==> config.mk <==
export PLATFORM = sky130hd
export DESIGN_NAME = centroid_scheduler
export DESIGN_NICKNAME = d
export VERILOG_FILES = /design/src/rtl/centroid_sched_pkg.sv /design/src/rtl/rr_arbiter.sv /design/src/rtl/centroid_scheduler.sv
export SDC_FILE = /design/constraint.sdc
export NUM_CORES = 1
export LEC_CHECK = 0
export CAP_MARGIN = 10
export CORE_AREA = 4 4 352 354
export DETAILED_ROUTE_END_ITERATION = 16
export DIE_AREA = 0 0 356 358
export GPL_TIMING_DRIVEN = 1
export PLACE_DENSITY = 0.47
export SYNTH_ARGS = -nofsm -noshare
export SYNTH_HDL_FRONTEND = slang
export SYNTH_HIERARCHICAL = 1
export SYNTH_SLANG_ARGS = --single-unit
==> constraint.sdc <==
create_clock -name clk -period 3.6 [get_ports clk]
set_input_delay 0.54 -clock clk [delete_from_list [all_inputs] [get_ports clk]]
set_output_delay 0.54 -clock clk [all_outputs]
set_load 0.01 [all_outputs]
==> src/rtl/centroid_sched_pkg.sv <==
// Shared types and the centroid arithmetic for the LiDAR feature calculator.
// bbox_t packs six signed Q16.16 coordinates with min_x in the least
// significant bits; compute_centroid is pure combinational and reusable.
package centroid_sched_pkg;

  localparam int unsigned COORD_W = 32;
  localparam int unsigned BBOX_W  = 6 * COORD_W;

  typedef logic signed [COORD_W-1:0] coord_t;

  // Field order is MSB first, so min_x lands in bits [31:0].
  typedef struct packed {
    coord_t max_z;
    coord_t max_y;
    coord_t max_x;
    coord_t min_z;
    coord_t min_y;
    coord_t min_x;
  } bbox_t;

  typedef struct packed {
    logic   error;
    coord_t z;
    coord_t y;
    coord_t x;
  } centroid_t;

  // Midpoint via a widened sum: no overflow wrap, arithmetic floor on the halve.
  function automatic coord_t axis_mid(input coord_t lo, input coord_t hi);
    logic [COORD_W:0] sum;
    sum = {lo[COORD_W-1], lo} + {hi[COORD_W-1], hi};
    return sum[COORD_W:1];
  endfunction

  function automatic centroid_t compute_centroid(input bbox_t b);
    centroid_t c;
    c.error = (b.min_x > b.max_x) || (b.min_y > b.max_y) || (b.min_z > b.max_z);
    if (c.error) begin
      c.x = '0;
      c.y = '0;
      c.z = '0;
    end else begin
      c.x = axis_mid(b.min_x, b.max_x);
      c.y = axis_mid(b.min_y, b.max_y);
      c.z = axis_mid(b.min_z, b.max_z);
    end
    return c;
  endfunction

endpackage

==> src/rtl/rr_arbiter.sv <==
// Round-robin arbiter owning its search pointer.
// Ports: clk, rst (sync, active-high), req (N requests), advance (grant is
// taken this cycle), grant_c (one-hot, combinational), grant_id_c (index).
module rr_arbiter #(
  parameter  int unsigned N     = 4,
  localparam int unsigned IDX_W = (N > 1) ? $clog2(N) : 1
) (
  input  logic             clk,
  input  logic             rst,
  input  logic [N-1:0]     req,
  input  logic             advance,
  output logic [N-1:0]     grant_c,
  output logic [IDX_W-1:0] grant_id_c
);

  localparam int unsigned DW = $clog2(2 * N);

  logic [IDX_W-1:0] ptr_q, ptr_d;
  logic [2*N-1:0]   req_dbl;
  logic [DW-1:0]    idx;
  logic             found;

  // Doubled request vector turns the wrap-around search into a linear scan.
  always_comb begin
    req_dbl    = {req, req};
    found      = 1'b0;
    grant_id_c = '0;
    idx        = '0;
    for (int unsigned i = 0; i < N; i++) begin
      idx = DW'(ptr_q) + DW'(i);
      if (!found && req_dbl[idx]) begin
        found      = 1'b1;
        grant_id_c = (idx >= DW'(N)) ? IDX_W'(idx - DW'(N)) : IDX_W'(idx);
      end
    end
    grant_c = found ? (N'(1) << grant_id_c) : '0;
    ptr_d   = ptr_q;
    if (advance && found) begin
      ptr_d = (grant_id_c == IDX_W'(N - 1)) ? '0 : grant_id_c + IDX_W'(1);
    end
  end

  always_ff @(posedge clk) begin
    if (rst) ptr_q <= '0;
    else     ptr_q <= ptr_d;
  end

endmodule

==> src/rtl/centroid_scheduler.sv <==
// Shares one centroid datapath between N_REQ cluster engines.
// Ports: req_valid/req_ready/req_bbox (per-engine box handshake, ready is
// combinational in IDLE), res_* (registered result with id and error flag),
// busy (not idle), done_count/err_count (saturating statistics).
module centroid_scheduler
  import centroid_sched_pkg::*;
#(
  parameter int unsigned N_REQ = 4,
  parameter int unsigned ID_W  = 2,
  parameter int unsigned CNT_W = 16
) (
  input  logic                    clk,
  input  logic                    rst,
  input  logic [N_REQ-1:0]        req_valid,
  output logic [N_REQ-1:0]        req_ready,
  input  logic [N_REQ*BBOX_W-1:0] req_bbox,
  output logic                    res_valid,
  input  logic                    res_ready,
  output logic [ID_W-1:0]         res_id,
  output logic [COORD_W-1:0]      res_centroid_x,
  output logic [COORD_W-1:0]      res_centroid_y,
  output logic [COORD_W-1:0]      res_centroid_z,
  output logic                    res_error,
  output logic                    busy,
  output logic [CNT_W-1:0]        done_count,
  output logic [CNT_W-1:0]        err_count
);

  typedef enum logic [1:0] {ST_IDLE, ST_CALC, ST_OUT} state_e;

  state_e           state_q, state_d;
  bbox_t            bbox_q, bbox_d;
  logic [ID_W-1:0]  id_q, id_d;
  logic             res_valid_q, res_valid_d;
  logic [ID_W-1:0]  res_id_q, res_id_d;
  centroid_t        res_q, res_d;
  logic             busy_q, busy_d;
  logic [CNT_W-1:0] done_q, done_d;
  logic [CNT_W-1:0] err_q, err_d;

  logic [N_REQ-1:0] grant;
  logic [ID_W-1:0]  grant_id;
  logic             take_c;

  // A handshake can only complete in IDLE and never during reset.
  assign take_c    = (state_q == ST_IDLE) && !rst && (|req_valid);
  assign req_ready = take_c ? grant : '0;

  rr_arbiter #(.N(N_REQ)) u_arb (
    .clk        (clk),
    .rst        (rst),
    .req        (req_valid),
    .advance    (take_c),
    .grant_c    (grant),
    .grant_id_c (grant_id)
  );

  // Next-state and datapath capture.
  always_comb begin
    state_d     = state_q;
    bbox_d      = bbox_q;
    id_d        = id_q;
    res_valid_d = res_valid_q;
    res_id_d    = res_id_q;
    res_d       = res_q;
    done_d      = done_q;
    err_d       = err_q;
    unique case (state_q)
      ST_IDLE: begin
        if (take_c) begin
          for (int unsigned i = 0; i < N_REQ; i++) begin
            if (grant[i]) bbox_d = bbox_t'(req_bbox[i*BBOX_W +: BBOX_W]);
          end
          id_d    = grant_id;
          state_d = ST_CALC;
        end
      end
      ST_CALC: begin
        res_d       = compute_centroid(bbox_q);
        res_id_d    = id_q;
        res_valid_d = 1'b1;
        state_d     = ST_OUT;
      end
      ST_OUT: begin
        if (res_ready) begin
          res_valid_d = 1'b0;
          done_d      = (done_q == '1) ? done_q : done_q + CNT_W'(1);
          if (res_q.error) err_d = (err_q == '1) ? err_q : err_q + CNT_W'(1);
          state_d     = ST_IDLE;
        end
      end
      default: state_d = ST_IDLE;
    endcase
    busy_d = (state_d != ST_IDLE);
  end

  always_ff @(posedge clk) begin
    if (rst) begin
      state_q     <= ST_IDLE;
      bbox_q      <= '0;
      id_q        <= '0;
      res_valid_q <= 1'b0;
      res_id_q    <= '0;
      res_q       <= '0;
      busy_q      <= 1'b0;
      done_q      <= '0;
      err_q       <= '0;
    end else begin
      state_q     <= state_d;
      bbox_q      <= bbox_d;
      id_q        <= id_d;
      res_valid_q <= res_valid_d;
      res_id_q    <= res_id_d;
      res_q       <= res_d;
      busy_q      <= busy_d;
      done_q      <= done_d;
      err_q       <= err_d;
    end
  end

  assign res_valid      = res_valid_q;
  assign res_id         = res_id_q;
  assign res_centroid_x = res_q.x;
  assign res_centroid_y = res_q.y;
  assign res_centroid_z = res_q.z;
  assign res_error      = res_q.error;
  assign busy           = busy_q;
  assign done_count     = done_q;
  assign err_count      = err_q;

endmodule

### Word level (Yosys, flattened, before mapping)

Index checks and enable logic that the tools add are counted.

* bits in registers: 331
* bits in writable memories: 0
* logic and storage cells: 106
* ROM bits: 0
* memories: 0
* latch bits: 0
* output and inout bits: 137
* input bits: 775

* $lt $le $gt $ge: 11
* muxes and demuxes: 33
* shifts and indexed selects: 1
* reductions and logical operators: 22
* equal/unequal tests: 6
* $mul: 0
* add/subtract/negate cells: 13
* divide/modulo/power cells: 0
* bitwise operators: 2

Operator list (count)
* 192-bit two-way mux: 4
* 32-bit by 32-bit adder with 33-bit output: 3
* 32-bit greater-than comparator: 3
* 96-bit two-way mux: 1
* 16-bit by 1-bit adder with 16-bit output (second input constant): 2
* 16-bit == test (second input constant): 2
* 2-bit two-way mux: 11
* 3-bit by 4-bit < comparator with 1-bit output (second input constant): 3
* 1-bit binary-select mux with 3-bit select: 3
* 3-bit greater-or-equal comparator (second input constant): 3
* 1-bit two-way mux: 9
* 4-bit two-way mux: 2
* 2-bit by 1-bit subtractor with 2-bit output (second input constant): 4
* 2-bit by 2-bit adder with 3-bit output (second input constant): 2
* 1-bit logical AND: 6
* 2-bit case mux with 3 select lines: 1
* 3-bit AND reduction: 2
* 2-bit == test (second input constant): 2
* 1-bit zero test: 4
* 2-bit by 4-bit < comparator with 1-bit output (second input constant): 1
* 2-bit AND reduction: 2
* 4-bit AND reduction: 1
* 2-bit nonzero test: 2
* 4-bit nonzero test: 1
* other kinds (12): 14

### Depth between registers and ports, before layout

Gate-level depths: netlist of run 1.

* word-level depth: 18
* mapped depth: 15
* gate-level depth less buffers: 12

### Cells and area by module

The synthesis of run 1 kept the hierarchy.

Modules (own cells, without submodules)
* centroid_scheduler: seq. area each 6586.3 um^2, instances 1, cells an instance 3260, area each 23825.4 um^2
* rr_arbiter: seq. area each 40.0 um^2, instances 1, cells an instance 31, area each 275.3 um^2

### Worst setup path after synthesis of run 1

OpenSTA, ideal clock, no wires.

* path type: register to register
* start: register bbox_q[176] (netlist name)
* end: register res_q (netlist bit res_centroid_x[28])
* stages on the path, launching flop included: 15
* setup time: 0.084 ns
* clock period less this slack: 2.984 ns
* path buffers: 3
* setup slack: 0.616 ns
* required time: 3.516 ns
* data arrival time: 2.900 ns
* cells stage by stage: dfxtp_1 inv_1 ha_1 clkbuf_1 nand3_1 nor4_1 a31oi_1 a21oi_1 a221o_1 mux2_4 a211oi_4 nand2_2 buf_6 buf_6 o31ai_2

* longest elaborated chain between the ends: 3

RTL lines
* from (decl): line centroid_scheduler.sv:32 `bbox_t bbox_q, bbox_d;`
* from (signal assigned): line centroid_scheduler.sv:110 `bbox_q <= bbox_d;`
* 32-bit greater-than comparator: line centroid_sched_pkg.sv:37 `c.error = (b.min_x > b.max_x) || (b.min_y > b.max_y) || (b.min_z > b.max_z);`
* 1-bit logical OR: line centroid_sched_pkg.sv:37
* 96-bit two-way mux: line centroid_sched_pkg.sv:38 `if (c.error) begin`
* to (signal assigned): line centroid_scheduler.sv:114 `res_q <= res_d;`
* to (decl): line centroid_scheduler.sv:36 `centroid_t res_q, res_d;`

No other way between the ends.
A chain may end at the register's enable or synchronous reset.

### Worst setup path after layout of run 1

* start: input port req_valid[2]
* end: output port req_ready[2]

* longest elaborated chain between the ends: 15
* elaborated cells between the ends (all ways): 27
* classes of those cells: shift (1); mux (18); reduce/logical (8)

RTL lines
* from (decl): line centroid_scheduler.sv:14 `input logic [N_REQ-1:0] req_valid,`
* 1-bit binary-select mux with 2-bit select: line rr_arbiter.sv:31 `if (!found && req_dbl[idx]) begin`
* 1-bit two-way mux (implied by the code): line rr_arbiter.sv:31
* 1-bit two-way mux: line rr_arbiter.sv:31
* 1-bit zero test: line rr_arbiter.sv:31
* 1-bit logical AND: line rr_arbiter.sv:31
* 1-bit two-way mux: line rr_arbiter.sv:31
* 1-bit zero test: line rr_arbiter.sv:31
* 1-bit logical AND: line rr_arbiter.sv:31
* 1-bit two-way mux: line rr_arbiter.sv:31
* 1-bit zero test: line rr_arbiter.sv:31
* 1-bit logical AND: line rr_arbiter.sv:31
* 2-bit two-way mux: line rr_arbiter.sv:31
* 1-bit by 2-bit left shift with 4-bit output: line rr_arbiter.sv:36 `grant_c = found ? (N'(1) << grant_id_c) : '0;`
* 4-bit two-way mux *: line rr_arbiter.sv:36
* net grant[2]: line centroid_scheduler.sv:41 `logic [N_REQ-1:0] grant;`
* 4-bit two-way mux *: line centroid_scheduler.sv:47 `assign req_ready = take_c ? grant : '0;`
* to (decl): line centroid_scheduler.sv:15 `output logic [N_REQ-1:0] req_ready,`

Mark *: on every way through the listed nets, which the timed path passes. The rest lies on a longest branch. The select of a mux whose other input is x is not followed.

==> flow_metrics.tcl, run 1 <==
set metrics [dict create \
    io_pins 912 \
    grt_pass1_wl_um 172000 \
    die_h_um 358 \
    placed_cells 5793 \
    viasPerCell 4.46 \
    fill_cells 13100 \
    crit_path_end_kind "primary output" \
    finalCriticalPeriod_ns 3.51 \
    layout-drive-gt1-share_pct 7.19 \
    power.leakage_nw 14.5 \
    clk_pin_slew_ns 0.06 \
    finalSetupTns_ns 0 \
    max-slew-margin-rel_pct 38.4 \
    crit_path_start_kind "input port" \
    syn_area_per_cell_um2 7.32 \
    syn_inst 3291 \
    synth.distinct_cells 76 \
    crit_arrival_ns 2.97 \
    drt_iter0_markers 1585 \
    ir_drop_uv 288 \
    async_flop_share_pct 0 \
    core_area_mm2 0.121 \
    crit_required_ns 3.06 \
    num-nets-final 5198 \
    cts_tree "built" \
    slew_violations 0 \
    vias 26300 \
    grt_pass1_vias 26000 \
    crit_fanout 3 \
    wl_per_cell_um 20.8 \
    grtUsageTotal_pct 18.1 \
    gp_congestion 0.896 \
    skew_ns 0.0236 \
    instances_no_fill 5895 \
    totalWireLength_um 122000 \
    ys_seq_area_share_pct 27.5 \
    cts.sink_count 331 \
    hold_buffers 0 \
    fin_util_pct 31.3 \
    crit_slowest_cell "clkdlybuf4s50_1" \
    dieArea_mm2 0.127 \
    whs_ns 0.309 \
    synthToLayoutAreaGrowth_pct 57.4 \
    finalPower_mw 15.7 \
    rows 128 \
    layout_setup_ws_ns 0.0911 \
    crit_chain "clkdlybuf4s50_1, buf_4, nor2b_1, o21bai_1, buf_4, o211ai_1, ha_1, nor2b_4, buf_4, and2_1, clkdlybuf4s50_1" \
    numPortBuffers 911 \
    power_density_mw_per_mm2 413 \
    finalHoldViolations 0 \
    root_buffer "clkbuf_16" \
    max_cap_violations 0 \
    grt_max_degree 127 \
    hold_class "in -> reg" \
    cts_made_buffers 45 \
    dr.pass1.iters 5 \
    pre_cts_slack_ns -0.434 \
    setup_viol 0 \
    ys.flop_type "dfxtp_1" \
    path_common_cell "buf_4" \
    cp_top_family "buffers and inverters" \
    path_class "in -> out" \
    tightest_slew_ns 0.925 \
    syn-cell-area_mm2 0.0241 \
    yosysWarnings 6 \
    clk_latency_ns 0.60 \
    timing.fmax_mhz 285 \
    synth_edf_count 0 \
    finalCritPeriodShare_pct 97.5 \
    cts_buffer_depth 3 \
    max_stage_delay_ns 0.59 \
    overflow 0 \
    drtAntennaViolNets 0 \
    drc 0 \
    synth_fp_nets 4267 \
    outcome "finished clean" \
    antenna_found_initial 24 \
    hpwl_um 99900 \
    cp.buffers_inverters 5 \
    rsz0062_at_grt "false" \
    cts_max_level 2 \
    start_util_pct 19.9 \
    dpl_cell_area_mm2 0.0362 \
    ys_ff_latch 331 \
    fin_area_mm2 0.0379 \
    die_w_um 356 \
]
==> path summary, 6_finish.rpt <==
kind                                        start                         endpoint  slack, ns  depth (start not counted)
setup / recovery                     req_valid[2]                     req_ready[2]       0.09                         11
hold / removal                                rst          bbox_q[37]$_SDFFE_PP0P_       0.31                          2
setup reg to reg         bbox_q[160]$_SDFFE_PP0P_  res_centroid_z[29]$_SDFFE_PP0P_       0.11                         12
hold reg to reg   res_centroid_z[27]$_SDFFE_PP0P_  res_centroid_z[27]$_SDFFE_PP0P_       0.44                          2
==> where the power goes <==
group / switching [mW] / total, mW / internal [mW] / leakage [nW]
registers: 0.359 / 4.41 / 4.06 / 2.70
clock network: 1.88 / 4.67 / 2.79 / 0.749
logic: 3.56 / 6.60 / 3.04 / 11.0
total: 5.80 / 15.7 / 9.89 / 14.5
==> placed cells by master, fill, tap and decap left out, types with 46 or more instances in the layout <==
| master | n |
|---|---|
| dfxtp_1 | 330 |
| clkdlybuf4s50_1 | 909 |
| clkbuf_16 | 46 |
| o21ai_0 | 296 |
| ha_1 | 193 |
| nor2_1 | 533 |
| buf_4 | 166 |
| nand2_1 | 323 |
| xnor2_1 | 86 |
| mux2i_1 | 199 |
| o211ai_1 | 199 |
| inv_1 | 178 |
| a21oi_1 | 323 |
==> what timing repair did <==
item | in CTS | in global routing
resized for setup | 4 | 18
pin swaps | 0 | 2
gates cloned | 1 | 0
setup endpoints to repair | 96 | 94
buffers inserted | 2 | 4
==> flip-flops by register name, indices dropped and copies added (netlist names), 2 cells and up <==
name            count
bbox_q            192
res_centroid_x     32
res_centroid_y     32
res_centroid_z     32
done_count         16
err_count          16
id_q                2
res_id              2
state_q             2
u_arb/ptr_q         2
==> kinds of logic after synthesis <==
| group | share of synthesized area, % |
|---|---|
| multiplexers | 8.42 |
| adder cells (fa/ha/maj) | 10.5 |
| AO/OA/AOI/OAI | 25.0 |
| buffers and inverters | 6.36 |
| flip-flops | 27.5 |
| AND/OR/NAND/NOR | 18.2 |
| XOR/XNOR | 4.00 |
==> per-layer routing <==
metal / global-route usage [%] / share of wire [%] / vias to the layer above
li1: - / - / 13300
met5: 0 / 0.022 / -
met4: 6.32 / 2.9 / 4
met2: 30.0 / 47 / 750
met1: 22.7 / 44 / 12100
met3: 4.58 / 6.5 / 128
==> area by class of cell <==
cell class / count / area, um2 / share of cell area (%)
Sequential cell: 331 / 6630 / 17.5
Timing Repair Buffer: 1106 / 11000 / 28.9
Clock inverter: 20 / 246 / 0.650
Inverter: 178 / 668 / 1.76
Clock buffer: 61 / 1280 / 3.37
Antenna cell: 14 / 35.0 / 0.0924
Tap cell: 1625 / 2030 / 5.36
Multi-Input combinational cell: 2560 / 16100 / 42.4
==> cells in the mapped netlist (5+ instances only) <==
library cell | n | area [um2]
a221oi_1 | 8 | 70.1
nand2b_1 | 22 | 138
clkbuf_1 | 183 | 687
a31oi_1 | 17 | 106
nor4_1 | 15 | 93.8
nand3_1 | 29 | 145
a21oi_1 | 324 | 1620
o31ai_1 | 23 | 173
mux2i_1 | 200 | 2000
or3_1 | 10 | 62.6
o21ai_0 | 298 | 1490
o21a_1 | 5 | 37.5
inv_1 | 178 | 668
ha_1 | 198 | 2480
a211oi_1 | 10 | 75.1
nand2_1 | 323 | 1210
o21ai_1 | 15 | 75.1
dfxtp_1 | 331 | 6630
xor2_1 | 24 | 210
xnor2_1 | 86 | 753
and3_1 | 8 | 50.1
nor2b_1 | 25 | 156
o211ai_1 | 199 | 1490
nor2_1 | 534 | 2000
buf_1 | 28 | 105
o21bai_1 | 32 | 240
a21o_1 | 14 | 105
buf_2 | 7 | 35.0
and2_1 | 9 | 56.3
nor3_1 | 27 | 135
nand4_1 | 26 | 163
No activity file was read; power rests on OpenSTA's default activity.
==> run 2: changes to the inputs <==
--- a/config.mk
+++ b/config.mk
@@ -5,7 +5,7 @@
 export SDC_FILE = /design/constraint.sdc
 export NUM_CORES = 1
 export LEC_CHECK = 0
-export CAP_MARGIN = 10
+export CAP_MARGIN = 20
 export CORE_AREA = 4 4 352 354
 export DETAILED_ROUTE_END_ITERATION = 16
 export DIE_AREA = 0 0 356 358
==> results of run 2 <==
The final DEF is identical to that of run 1; final timing and power are the same.
==> run 3: changes to the inputs <==
--- a/config.mk
+++ b/config.mk
@@ -5,6 +5,7 @@
 export SDC_FILE = /design/constraint.sdc
 export NUM_CORES = 1
 export LEC_CHECK = 0
+export ABC_CLOCK_PERIOD_IN_PS = 3600
 export CAP_MARGIN = 20
 export CORE_AREA = 4 4 352 354
 export DETAILED_ROUTE_END_ITERATION = 16
==> results of run 3 <==
The final DEF is identical to that of run 1; final timing and power are the same.
